### src/rtl/edge_event_arbiter.sv
// Falling-edge event capture with round-robin arbitration over WIDTH
// sources. Each captured event stays pending until it is accepted.
// A second fall on a source that is still pending sets a sticky overflow flag.
module edge_event_arbiter #(
   parameter int WIDTH = 32
) (
   input  logic             clk,
   input  logic             reset,
   input  logic [WIDTH-1:0] data_i,
   input  logic [WIDTH-1:0] mask_i,
   input  logic             evt_ready_i,
   input  logic             ovf_clr_i,
   output logic             evt_valid_o,
   output logic [4:0]       evt_id_o,
   output logic [WIDTH-1:0] pending_o,
   output logic [WIDTH-1:0] ovf_o
);

   localparam int IDW = 5;

   typedef enum logic {IDLE, OFFER} state_t;

   state_t           state, state_nxt;
   logic [WIDTH-1:0] data_q;
   logic [WIDTH-1:0] pending;
   logic [WIDTH-1:0] ovf;
   logic [WIDTH-1:0] neg;
   logic [WIDTH-1:0] clr;
   logic [WIDTH-1:0] eligible;
   logic [IDW-1:0]   rr_ptr;
   logic [IDW-1:0]   winner;
   logic [IDW-1:0]   idx;
   logic             found;
   logic             accept;
   logic             load_offer;

   assign neg        = data_q & ~data_i;
   assign eligible   = pending & mask_i;
   assign accept     = (state == OFFER) && evt_ready_i;
   assign load_offer = (state == IDLE) && (|eligible);

   assign evt_valid_o = (state == OFFER);
   assign pending_o   = pending;
   assign ovf_o       = ovf;

   // One-hot clear for the source whose offer is accepted this cycle
   always_comb begin
      clr = '0;
      if (accept) clr[evt_id_o] = 1'b1;
   end

   // Round-robin search: first eligible source at or above rr_ptr, wrapping
   always_comb begin
      winner = '0;
      found  = 1'b0;
      idx    = '0;
      for (int k = 0; k < WIDTH; k++) begin
         idx = rr_ptr + IDW'(k);
         if (!found && eligible[idx]) begin
            winner = idx;
            found  = 1'b1;
         end
      end
   end

   // FSM state register
   always_ff @(posedge clk or posedge reset) begin
      if (reset) state <= IDLE;
      else       state <= state_nxt;
   end

   // FSM next state: always one IDLE cycle between consecutive offers
   always_comb begin
      state_nxt = state;
      case (state)
         IDLE:    if (|eligible)  state_nxt = OFFER;
         OFFER:   if (evt_ready_i) state_nxt = IDLE;
         default: state_nxt = IDLE;
      endcase
   end

   // Edge detect history, pending capture (set wins over accept) and sticky overflow
   always_ff @(posedge clk or posedge reset) begin
      if (reset) begin
         data_q  <= '0;
         pending <= '0;
         ovf     <= '0;
      end else begin
         data_q  <= data_i;
         pending <= (pending & ~clr) | neg;
         ovf     <= (ovf_clr_i ? '0 : ovf) | (neg & pending & ~clr);
      end
   end

   // Offered id is latched on entry to OFFER and held until accepted
   always_ff @(posedge clk or posedge reset) begin
      if (reset) begin
         evt_id_o <= '0;
         rr_ptr   <= '0;
      end else begin
         if (load_offer) evt_id_o <= winner;
         if (accept)     rr_ptr   <= evt_id_o + IDW'(1);
      end
   end

endmodule
### config.mk
export PLATFORM = sky130hd
export DESIGN_NAME = edge_event_arbiter
export DESIGN_NICKNAME = d
export VERILOG_FILES = /design/src/rtl/edge_event_arbiter.sv
export SDC_FILE = /design/constraint.sdc
export NUM_CORES = 1
export LEC_CHECK = 0
export BUFFER_PORTS_ARGS = -buffer_cell sky130_fd_sc_hd__buf_2
export CAP_MARGIN = 20
export CORE_UTILIZATION = 40
export CTS_CLUSTER_DIAMETER = 60
export DETAILED_ROUTE_END_ITERATION = 10
export GPL_ROUTABILITY_DRIVEN = 1
export PLACE_DENSITY = 0.69
export RECOVER_POWER = 100
export SLEW_MARGIN = 15
export SYNTH_ARGS = -nofsm -noshare
export SYNTH_HDL_FRONTEND = slang
export SYNTH_SLANG_ARGS = --single-unit
### constraint.sdc
create_clock -name clk -period 13.8 [get_ports clk]
set_input_delay 0.69 -clock clk [delete_from_list [all_inputs] [get_ports clk]]
set_output_delay 0.69 -clock clk [all_outputs]
set_load 0.03 [all_outputs]
# After elaboration in Yosys (flattened, before gate mapping)
# Index checks and enable logic that the tools add are counted.
# W data, S select, Z words.
[totals]
register_bits = 107
word_cells = 282
latch_bits = 0
mem_count = 0
mem_bits_ro = 0
out_inout_bits = 70
mem_bits_rw = 0
[classes]
multipliers = 0
add_sub_neg = 32
magnitude_cmp = 34
n_eq_ne = 0
reduce_logical = 66
div = 0
mux = 134
n_bitwise = 10
n_shift = 0
[ops]
columns = ["operator", "count"]
rows = [
  ["$lt A5 B6 Y1 const B", 33],
  ["$and A32 B32 Y32", 5],
  ["$bmux W1 S5", 32],
  ["$mux W5", 32],
  ["$add A5 B5 Y5 const B", 16],
  ["$mux W1", 66],
  ["$mux W32", 2],
  ["$not A32 Y32", 2],
  ["$or A32 B32 Y32", 2],
  ["$add A5 B4 Y5 const B", 8],
  ["$logic_and A1 B1 Y1", 34],
  ["$reduce_or A32 Y1", 1],
  ["$logic_not A1 Y1", 31],
  ["$add A5 B3 Y5 const B", 4],
  ["$add A5 B1 Y5 const B", 2],
  ["$add A5 B2 Y5 const B", 2],
  ["$demux W1 S5", 1],
  ["$ge A5 B1 Y1 const B", 1],
  ["$pmux W1 S2", 1],
  ["$not A1 Y1", 1],
]

# Longest topological paths before layout
# Gate-level depths: netlist (run 1).
[depth]
ltp_word = 97
mapped_depth = 22
mapped_depth_nobuf = 14

# Worst setup path before layout (run 1)
# OpenSTA, ideal clock, no wires.
[synth_path]
kind = "reg2reg"
from = "register rr_ptr[2]"
to = "register evt_id_o[2]"
setup_time_ns = 0.131
n_path_buf = 7
synth_period_minus_slack_ns = 5.285
t_required_ns = 13.669
stages_incl_launch_ff = 20
path_slack_ns = 8.515
arrival_ns = 5.154
cell_sequence = "dfrtp_1 -> clkbuf_1 -> buf_4 -> inv_2 -> buf_1 -> ha_1 -> clkbuf_1 -> clkbuf_1 -> mux4_2 -> mux2_2 -> a21oi_2 -> nand3_2 -> or4_4 -> buf_6 -> or4_4 -> buf_6 -> a211oi_2 -> o21ai_1 -> a32oi_1 -> o32ai_1"
[synth_between]
elab_chain_cells = 96
[synth_lines]
columns = ["element", "line", "text"]
rows = [
  ["from (decl)", "30", "logic [IDW-1:0] rr_ptr;"],
  ["from (signal assigned)", "102", "if (accept) rr_ptr <= evt_id_o + IDW'(1);"],
  ["branches (longest 95 deep; another with $add A5 B1 Y5)", "--", ""],
  ["$mux W5 (*)", "59", "if (!found && eligible[idx]) begin"],
  ["to (signal assigned)", "101", "if (load_offer) evt_id_o <= winner;"],
  ["to (decl)", "14", "output logic [4:0] evt_id_o,"],
]
# Mark *: on every way between the ends. The select of a mux whose other input is x is not followed.
# A chain may end at the register's enable or synchronous reset.

# Worst setup path in the final report (run 1)
[layout_path]
from = "register rr_ptr[2]"
to = "register evt_id_o[1]"
# The elaborated chain is that of the path after synthesis.

==> results of run 1 <==
-- worst max-delay path: stages (launching register included) --
cell	delay, ns
dfrtp_1	0.32
clkbuf_1	1.59
inv_1	1.19
ha_1	0.81
clkbuf_1	0.58
inv_1	0.35
mux4_2	0.44
mux2_2	0.16
mux2i_1	0.13
mux2i_1	0.64
nand4_1	0.35
nor4_4	0.21
clkbuf_1	0.65
nand4_1	0.41
nor3_1	0.98
a221o_1	0.25
a21oi_1	0.07
a221o_1	0.35
-- metal layers --
layer | vias up | share of wire (%) | GRT usage, %
met5 | - | 0 | 0
met4 | 0 | 5.3 | 16.9
met3 | 142 | 11 | 8.51
met2 | 753 | 43 | 48.2
met1 | 5438 | 40 | 44.3
li1 | 4979 | - | -
-- cell families after synthesis --
group | Yosys count | share of synthesized area, %
simple gates | 567 | 30.4
compound gates | 298 | 19.6
buf+inv | 114 | 5.15
flops | 107 | 25.8
mux | 94 | 14.0
xor+xnor | 36 | 3.11
fa+ha+maj | 16 | 1.93
-- cells in the final DEF, fill, tap and decap left out, types with 20 or more instances in the layout --
cell type / count
nand2b_1: 36
buf_2: 62
nand4_1: 94
nor3_1: 23
mux2i_1: 43
buf_4: 20
inv_1: 46
o22ai_1: 44
nor2_1: 69
mux4_2: 40
nand3_1: 57
and4_1: 22
nand2_1: 144
clkbuf_1: 79
a21oi_1: 34
and2_1: 27
o21ai_0: 74
dfrtp_1: 105
-- sequential cells by signal (all words and copies together), names as in the netlist --
name,flops
data_q,32
evt_id_o,5
evt_valid_o,1
ovf_o,32
pending_o,32
rr_ptr,5
-- layout make-up --
cell class	instances	area (um2)
Antenna cell	1	2.50
Multi-Input combinational cell	1011	7170
Timing Repair Buffer	162	772
Clock buffer	9	225
Clock inverter	7	101
Sequential cell	107	2680
Inverter	49	185
Tap cell	330	413
Fill cell	2542	13800
-- worst max path at each step --
stage | start | to | cells after the start
5_1_grt | rr_ptr[2] | evt_id_o[1] | 17
2_1_floorplan | rr_ptr[2] | evt_id_o[2] | 19
6_report | rr_ptr[2] | evt_id_o[1] | 17
3_5_place_dp | rr_ptr[2] | evt_id_o[1] | 16
4_1_cts | rr_ptr[2] | evt_id_o[1] | 16
3_3_place_gp | rr_ptr[1] | evt_id_o[1] | 16
-- stage by stage --
| stage | cell area (um2) | setup slack, ns |
|---|---|---|
| finish | 11600 | 4.16 |
| global placement | 11300 | 7.80 |
| floorplan | 10400 | 8.52 |
| CTS | 11700 | 7.92 |
| global route | 11500 | 3.78 |
| detailed placement | 11300 | 7.96 |
==> metrics.cfg, run 1 <==
[grt]
grt_pass1_wl_mm=65.8
grt_max_degree=87
grt_overflow=0
grt_use_total_pct=32.9
grt_antenna_before_repair=1
grt_pass1_vias=10700

[worst_setup_path]
critPathKind=register to register
crit_path_start_kind=register
crit_fanout=35
r2r_slack_ns=4.16
cp.required_ns=14.05
reg2regPathDepth=17
endpoint_kind=register
r2r_end=evt_id_o[1]
timing.rr.start=rr_ptr[2]
crit_arrival_ns=9.89

[timing]
fin_worst_skew_ns=0.0102
rsz0062_at_grt=false
setup_viol=0
fin_hold_ws_ns=0.423
hold_viol=0
fmax_ghz=0.104
tightest_slew_ns=3.39
final.period_utilization_pct=69.8
slew_violations=146
min_period_ns=9.64
tns_ns=0
slew_headroom_pct=-126

[logic_synthesis]
post-synth-top-count-cell=nand2_1
synth_seq_cells=107
synth.avg_cell_area_um2=8.43
synth_edf_count=0
yosysSeqAreaShare_pct=25.8
synthTopCellsByArea=dfrtp_1 (26%), mux4_2 (8.7%), nand4_1 (5.6%)
synth_top_area_share_pct=25.8
netlist-cell-type-count=87
synth.top_cells.by_count=nand2_1 (144), dfrtp_1 (107), nand4_1 (93), o21ai_0 (74), nor2_1 (69)
yosys.area.top_type=dfrtp_1
syn_area_um2=10400
ys_warn_count=0
async_flop_share_pct=100
synthCells=1232
syn_nets=1316
ys.flop_type=dfrtp_1

[run]
cap_violations=3

[clocking]
cts_hold_buf=0
htree_levels=3
cts_buffer_depth=2
postCtsSetupRepairBufs=0
clk_latency_ns=0.37
cts_resized=0
clock-root-buffer=clkbuf_16
path_clk_slew_ns=0.09
cts_tree=built
numClockSinks=107
numCtsBuffers=9

[die]
rows=58
die_width_um=163
core_um2=25300
dieArea_um2=26600
initial_core_util_pct=41.0
ioPinCount=138
dieHeight_um=163

[routing]
routedWlPerCell_um=25.9
drt_iter0_drc=1382
drc=0
routed_via_density=6.75
antenna_left=0
drt_wl_total_mm=43.3
vias=11300
firstDrtPassIters=5

[cells_and_area]
drive_above_1_share_pct=14.1
final_cells=1676
num-nets-final=1424
post-route-util_pct=45.6
area_delta_synth_final_pct=11.2

[worst_hold_path]
min_to=data_q[11]
min_path_type=input port to register
holdPathStages=1
worstHoldStart=data_i[11]

[status]
violations=capacitance limit, slew limit
outcome=finished with violations

[placed_design]
io_buffers=137
dp.cells=1659
dp_hpwl_mm=33.6
place.gp.congestion=1.04

Power of run 1 is not shown: default switching activity piles up to over one toggle a cycle in this logic, so the estimate is an artifact.
==> run 2, diff against run 1 <==
Settings changed: ABC_AREA from default to 1, PLACE_DENSITY 0.69 to 0.7.
Clock period 13.8 ns to 8.9 ns, I/O delays scaled along.
==> run 2 against run 1 <==
Net effect: final cell count is 2.3% higher; critical path type unchanged; critical path depth is 10 higher; critical endpoint is now evt_id_o[2]; routed wire length is 30% lower; synthesized area is 19% lower; the flow still finishes with violations (capacitance limit, slew limit).
==> metrics.cfg, run 2 <==
[routing]
firstDrtPassIters=7  ; was 5
drt_wl_total_mm=30.5  ; was 43.3 mm
routedWlPerCell_um=17.8  ; was 25.9 um
antenna_left=0  ; unchanged
drc=0  ; unchanged
routed_via_density=5.45  ; was 6.75
vias=9346  ; was 11,300
drt_iter0_drc=846  ; was 1,382

[placed_design]
dp_hpwl_mm=23.7  ; was 33.6 mm
io_buffers=137  ; unchanged
place.gp.congestion=1.02  ; was 1.04
place_area_um2=9330  ; was 11,300 um2

[cells_and_area]
layout_common_cells=nand2_1 (438), nand3_1 (209), inv_1 (149)  ; was nand2_1 (144), dfrtp_1 (105), nand4_1 (94)
final_common_cell=nand2_1  ; unchanged
drive_above_1_share_pct=8.31  ; was 14.1%
design_area_um2=9530  ; was 11,600 um2
antennaDiodeCount=0  ; was 1
num-nets-final=1523  ; was 1,424
area_delta_synth_final_pct=12.7  ; was 11.2%

[logic_synthesis]
synth_seq_cells=107  ; unchanged
synth.top_cells.by_count=nand2_1 (438), nand3_1 (209), inv_1 (148), nor2_1 (109), dfrtp_1 (107)  ; was nand2_1 (144), dfrtp_1 (107), nand4_1 (93), o21ai_0 (74), nor2_1 (69)
ys_warn_count=0  ; unchanged
synth.avg_cell_area_um2=6.41  ; was 8.43 um2
synth_edf_count=0  ; unchanged
synth_top_area_share_pct=31.7  ; was 25.8%
post-synth-top-count-cell=nand2_1  ; unchanged
synthCells=1319  ; was 1,232
synthTopCellsByArea=dfrtp_1 (32%), nand2_1 (19%), nand3_1 (12%)  ; was dfrtp_1 (26%), mux4_2 (8.7%), nand4_1 (5.6%)
syn_nets=1403  ; was 1,316
ys.flop_type=dfrtp_1  ; unchanged
async_flop_share_pct=100  ; unchanged
yosys.area.top_type=dfrtp_1  ; unchanged
netlist-cell-type-count=50  ; was 87
syn_area_um2=8460  ; was 10,400 um2
yosysSeqAreaShare_pct=31.7  ; was 25.8%

[worst_setup_path]
crit_fanout=41  ; was 35
cp.required_ns=9.20  ; was 14.05 ns
critPathTopFamily=simple AND/OR/NAND/NOR gates  ; was buffers and inverters
crit_buf_inv=2  ; was 5
crit_path_start_kind=register  ; unchanged
critPathKind=register to register  ; unchanged
endpoint_kind=register  ; unchanged
cpMaxStageDelayCell=clkbuf_1  ; unchanged
cp_common_cell=nor2_1  ; was clkbuf_1
slowest_delay_ns=1.40  ; was 1.59 ns
crit_arrival_ns=6.94  ; was 9.89 ns

[die]
initial_core_util_pct=41.3  ; was 41.0%
core_um2=20500  ; was 25,300 um2
rows=52  ; was 58
dieHeight_um=147  ; was 163 um
dieArea_um2=21700  ; was 26,600 um2
die_width_um=147  ; was 163 um
ioPinCount=138  ; unchanged

[status]
outcome=finished with violations  ; unchanged
violations=capacitance limit, slew limit  ; unchanged

[clocking]
htree_levels=3  ; unchanged
cts_buffer_depth=2  ; unchanged
cts_tree=built  ; unchanged
postCtsSetupRepairBufs=0  ; unchanged
cts_resized=0  ; unchanged
numCtsBuffers=9  ; unchanged
cts_hold_buf=0  ; unchanged
path_clk_slew_ns=0.09  ; about the same
clk_latency_ns=0.37  ; about the same
clock-root-buffer=clkbuf_16  ; unchanged
numClockSinks=107  ; unchanged

[timing]
tns_ns=0  ; unchanged
rsz0062_at_grt=false  ; unchanged
setup_viol=0  ; unchanged
slew_violations=152  ; was 146
hold_viol=0  ; unchanged
fmax_ghz=0.151  ; was 0.104 GHz
fin_worst_skew_ns=0.00968  ; was 0.0102 ns
slew_headroom_pct=-127  ; was -126%
final.period_utilization_pct=74.6  ; was 69.8%
tightest_slew_ns=3.41  ; was 3.39 ns
min_period_ns=6.64  ; was 9.64 ns

[worst_hold_path]
min_path_type=input port to register  ; unchanged

[grt]
grt_max_degree=66  ; was 87
grt_overflow=0  ; unchanged
grt_pass1_vias=8653  ; was 10,700
grt_antenna_before_repair=3  ; was 1
grt_pass1_wl_mm=47.7  ; was 65.8 mm
grt_use_total_pct=28.5  ; was 32.9%

[run]
cap_violations=3  ; unchanged

run 2: cell count changes after synthesis, moves of 20 or more:
cell | before | now
nand2_1 | 144 | 438
nand3_1 | 57 | 209
inv_1 | 46 | 148
nand4_1 | 93 | 33
mux2i_1 | 43 | 1
mux4_2 | 40 | 0
nor2_1 | 69 | 109
nand2b_1 | 36 | 1
and2_1 | 27 | 2
and4_1 | 22 | 0
clkbuf_1 | 33 | 13
o21ai_0 | 74 | 54
run 2: worst paths after layout:
check	from	end	slack (ns)	cells past startpoint
min in group asynchronous	reset	data_q[20]	0.51	2
min reg2reg	data_q[14]	pending_o[14]	0.47	2
max reg2reg	rr_ptr[0]	evt_id_o[2]	2.26	27
max	rr_ptr[0]	evt_id_o[2]	2.26	27
min	data_i[22]	data_q[22]	0.19	1
max in group asynchronous	reset	pending_o[13]	4.50	3
run 2: cells by family (layout without fill, tap and decap cells):
logic type	count (synthesis)	count (layout)	synth area share, %
muxes	1	1	0.118
xor gates and xnor gates	17	17	2.34
and+or+nand+nor	838	838	44.1
buffers and inverters	203	328	10.1
AOI/OAI and AO/OA	137	137	9.34
DFF	107	107	31.7
adders and majority gates	16	16	2.37
run 2: area by class of cell:
type	count	area, um2
Clock buffer	9	225
Clock inverter	7	104
Fill cell	2156	11000
Inverter	164	622
Multi-Input combinational cell	1009	4920
Sequential cell	107	2680
Tap cell	270	338
Timing Repair Buffer	148	646
run 2: metrics by stage:
stage	utilization, %	setup slack [ns]	instances	hold slack (ns)
2_1_floorplan	-	4.23	1319	0.445
3_3_place_gp	45.5	3.53	1698	0.455
3_5_place_dp	45.5	3.49	1698	0.455
4_1_cts	47.1	3.49	1714	0.120
5_1_grt	46.5	1.56	1714	0.177
6_report	46.5	2.26	1714	0.188
run 2: layer usage:
metal | routed length (um) | global-route usage [%]
met5 | 10 | 0
met4 | 1070 | 11.3
met3 | 2720 | 5.93
met2 | 13300 | 43.7
met1 | 13400 | 39.4
Power of run 2 is left out for the same reason.
==> run 3, diff against run 2 <==
Settings changed: ABC_AREA 1 to 0, PLACE_DENSITY 0.7 to 0.71.
Clock period 8.9 ns to 5.36 ns, I/O delays scaled along.
==> run 3 against run 2 <==
Net effect: the run still ends with capacitance limit, slew limit left; first-iteration DRC count rose by 69%; non-clock buffer count grew 65; worst hold slack got worse by 0.18 ns; final cell count up 0.76%; fmax up 28%; die area increased by 23%; sequential share of layout area is 5.7 points lower; critical endpoint is now evt_id_o[1].
==> metrics.cfg, run 3 (synthesis gave the netlist of run 1 again) <==
[status]
outcome=finished with violations  ; unchanged
violations=capacitance limit, slew limit  ; unchanged

[worst_setup_path]
crit_buf_inv=1  ; was 2
crit_path_start_kind=register  ; unchanged
r2r_slack_ns=0.17  ; was 2.26 ns
slowest_delay_ns=0.72  ; was 1.40 ns
crit_fanout=13  ; was 41
endpoint_kind=register  ; unchanged
cp_common_cell=a221o_1  ; was nor2_1
cpMaxStageDelayCell=nor4_4  ; was clkbuf_1
critPathKind=register to register  ; unchanged
cp.required_ns=5.62  ; was 9.20 ns
path_cells=buf_4 -> ha_1 -> nand2_1 -> xor2_1 -> nor2_1 -> a22o_1 -> nor3_4 -> nand2_2 -> nor4_4 -> and4_1 -> and3_1 -> a221o_1 -> a21oi_1 -> a221o_1
critPathTopFamily=simple AND/OR/NAND/NOR gates  ; unchanged
crit_arrival_ns=5.46  ; was 6.94 ns

[routing]
drt_iter0_drc=1430  ; was 846
drt_wl_total_mm=44.6  ; was 30.5 mm
routed_via_density=6.68  ; was 5.45
drc=0  ; unchanged
dr_wl_met3_mm=4.76  ; was 2.72 mm
wl_met2_mm=19.4  ; was 13.3 mm
met1Wirelength_mm=18.0  ; was 13.4 mm
antenna_left=0  ; unchanged
routedWlPerCell_um=25.8  ; was 17.8 um
firstDrtPassIters=8  ; was 7
vias=11500  ; was 9,346
route.top_layer_used=met4  ; was met5

[cells_and_area]
num-nets-final=1475  ; was 1,523
design_area_um2=12000  ; was 9530 um2
nFillCells=2466  ; was 2,156
final_cells=1727  ; was 1,714
final_common_cell=nand2_1  ; unchanged
layout_common_cells=nand2_1 (144), dfrtp_1 (105), nand4_1 (93)  ; was nand2_1 (438), nand3_1 (209), inv_1 (149)
area_delta_synth_final_pct=15.3  ; was 12.7%
seqCellArea_um2=2680  ; about the same
drive_above_1_share_pct=17.0  ; was 8.31%
multi_input_area_um2=7190  ; was 4920 um2

[grt]
grt_pass1_vias=11000  ; was 8,653
grt_overflow=0  ; unchanged
grt_antenna_before_repair=1  ; was 3
grt_max_degree=103  ; was 66
grt_use_total_pct=34.1  ; was 28.5%
grt_pass1_wl_mm=67.6  ; was 47.7 mm

[die]
die_width_um=163  ; was 147 um
ioPinCount=138  ; unchanged
rows=58  ; was 52
initial_core_util_pct=41.0  ; was 41.3%
dieHeight_um=163  ; was 147 um
dieArea_um2=26600  ; was 21,700 um2
core_um2=25300  ; was 20,500 um2

[timing]
final.period_utilization_pct=96.9  ; was 74.6%
fmax_ghz=0.193  ; was 0.151 GHz
rsz0062_at_grt=false  ; unchanged
fin_worst_skew_ns=0.0167  ; was 0.00968 ns
min_period_ns=5.19  ; was 6.64 ns
tns_ns=0  ; unchanged
tightest_slew_ns=3.24  ; was 3.41 ns
setup_ws_ns=0.166  ; was 2.26 ns
setup_viol=0  ; unchanged
hold_viol=0  ; unchanged
slew_violations=110  ; was 152
slew_headroom_pct=-117  ; was -127%

[clocking]
cts_buffer_depth=2  ; unchanged
clock-root-buffer=clkbuf_16  ; unchanged
postCtsSetupRepairBufs=0  ; unchanged
cts_tree=built  ; unchanged
numCtsBuffers=9  ; unchanged
path_clk_slew_ns=0.09  ; about the same
clk_latency_ns=0.37  ; about the same
numClockSinks=107  ; unchanged
htree_levels=3  ; unchanged

[placed_design]
io_buffers=137  ; unchanged
place_area_um2=11700  ; was 9330 um2
dp_hpwl_mm=35.5  ; was 23.7 mm
place.gp.congestion=1.08  ; was 1.02
post-place-ws_ns=0.316  ; was 3.49 ns
dp.cells=1706  ; was 1,698

[run]
cap_violations=2  ; was 3

[worst_hold_path]
min_path_type=input port to register  ; unchanged

[run 3: cell count changes in the layout (fill, tap and decap cells not counted), moves of 17 or more]
cell / change
mux4_2: +40
mux2i_1: +42
nand2b_1: +35
nor2_1: -43
buf_4: +58
nand2_1: -294
xnor2_1: +19
nand3_1: -152
inv_1: -104
o22ai_1: +17
and4_1: +22
and2_1: +25
o21ai_0: +20
nand4_1: +60
[run 3: area by class of cell]
class / count / share of cell area, %
Antenna cell: 1 / 0.0209
Clock buffer: 9 / 1.88
Clock inverter: 7 / 0.762
Inverter: 49 / 1.55
Multi-Input combinational cell: 1011 / 60.0
Sequential cell: 107 / 22.4
Tap cell: 330 / 3.45
Timing Repair Buffer: 213 / 9.99
[run 3: per-stage QoR]
step | utilization, % | hold WS, ns
floorplan | - | 0.299
global placement | 46.3 | 0.386
detailed placement | 46.3 | 0.388
CTS | 47.7 | 0.000521
global route | 47.3 | 0.00135
finish | 47.3 | 0.00815
[run 3: what timing repair did]
item,CTS,global route
hold buffers,4,0
resized for setup,0,1
endpoints found under the hold margin,4,0
endpoints found under the setup margin,0,4
[run 3: path summary, 6_finish.rpt]
kind,end,from,cells past startpoint
worst min register to register,pending_o[24],data_q[24],2
max in group asynchronous,data_q[3],reset,3
min in group asynchronous,ovf_o[19],reset,2
worst max-delay path,evt_id_o[1],rr_ptr[3],14
worst min-delay path,data_q[26],data_i[26],1
worst max register to register,evt_id_o[1],rr_ptr[3],14
[run 3: routing by layer]
metal	track usage (%)	up-vias
met2	51.4	705
met5	0	-
met1	44.4	5611
met3	9.50	136
li1	-	5085
met4	17.2	0
Power of run 3 is left out for the same reason.
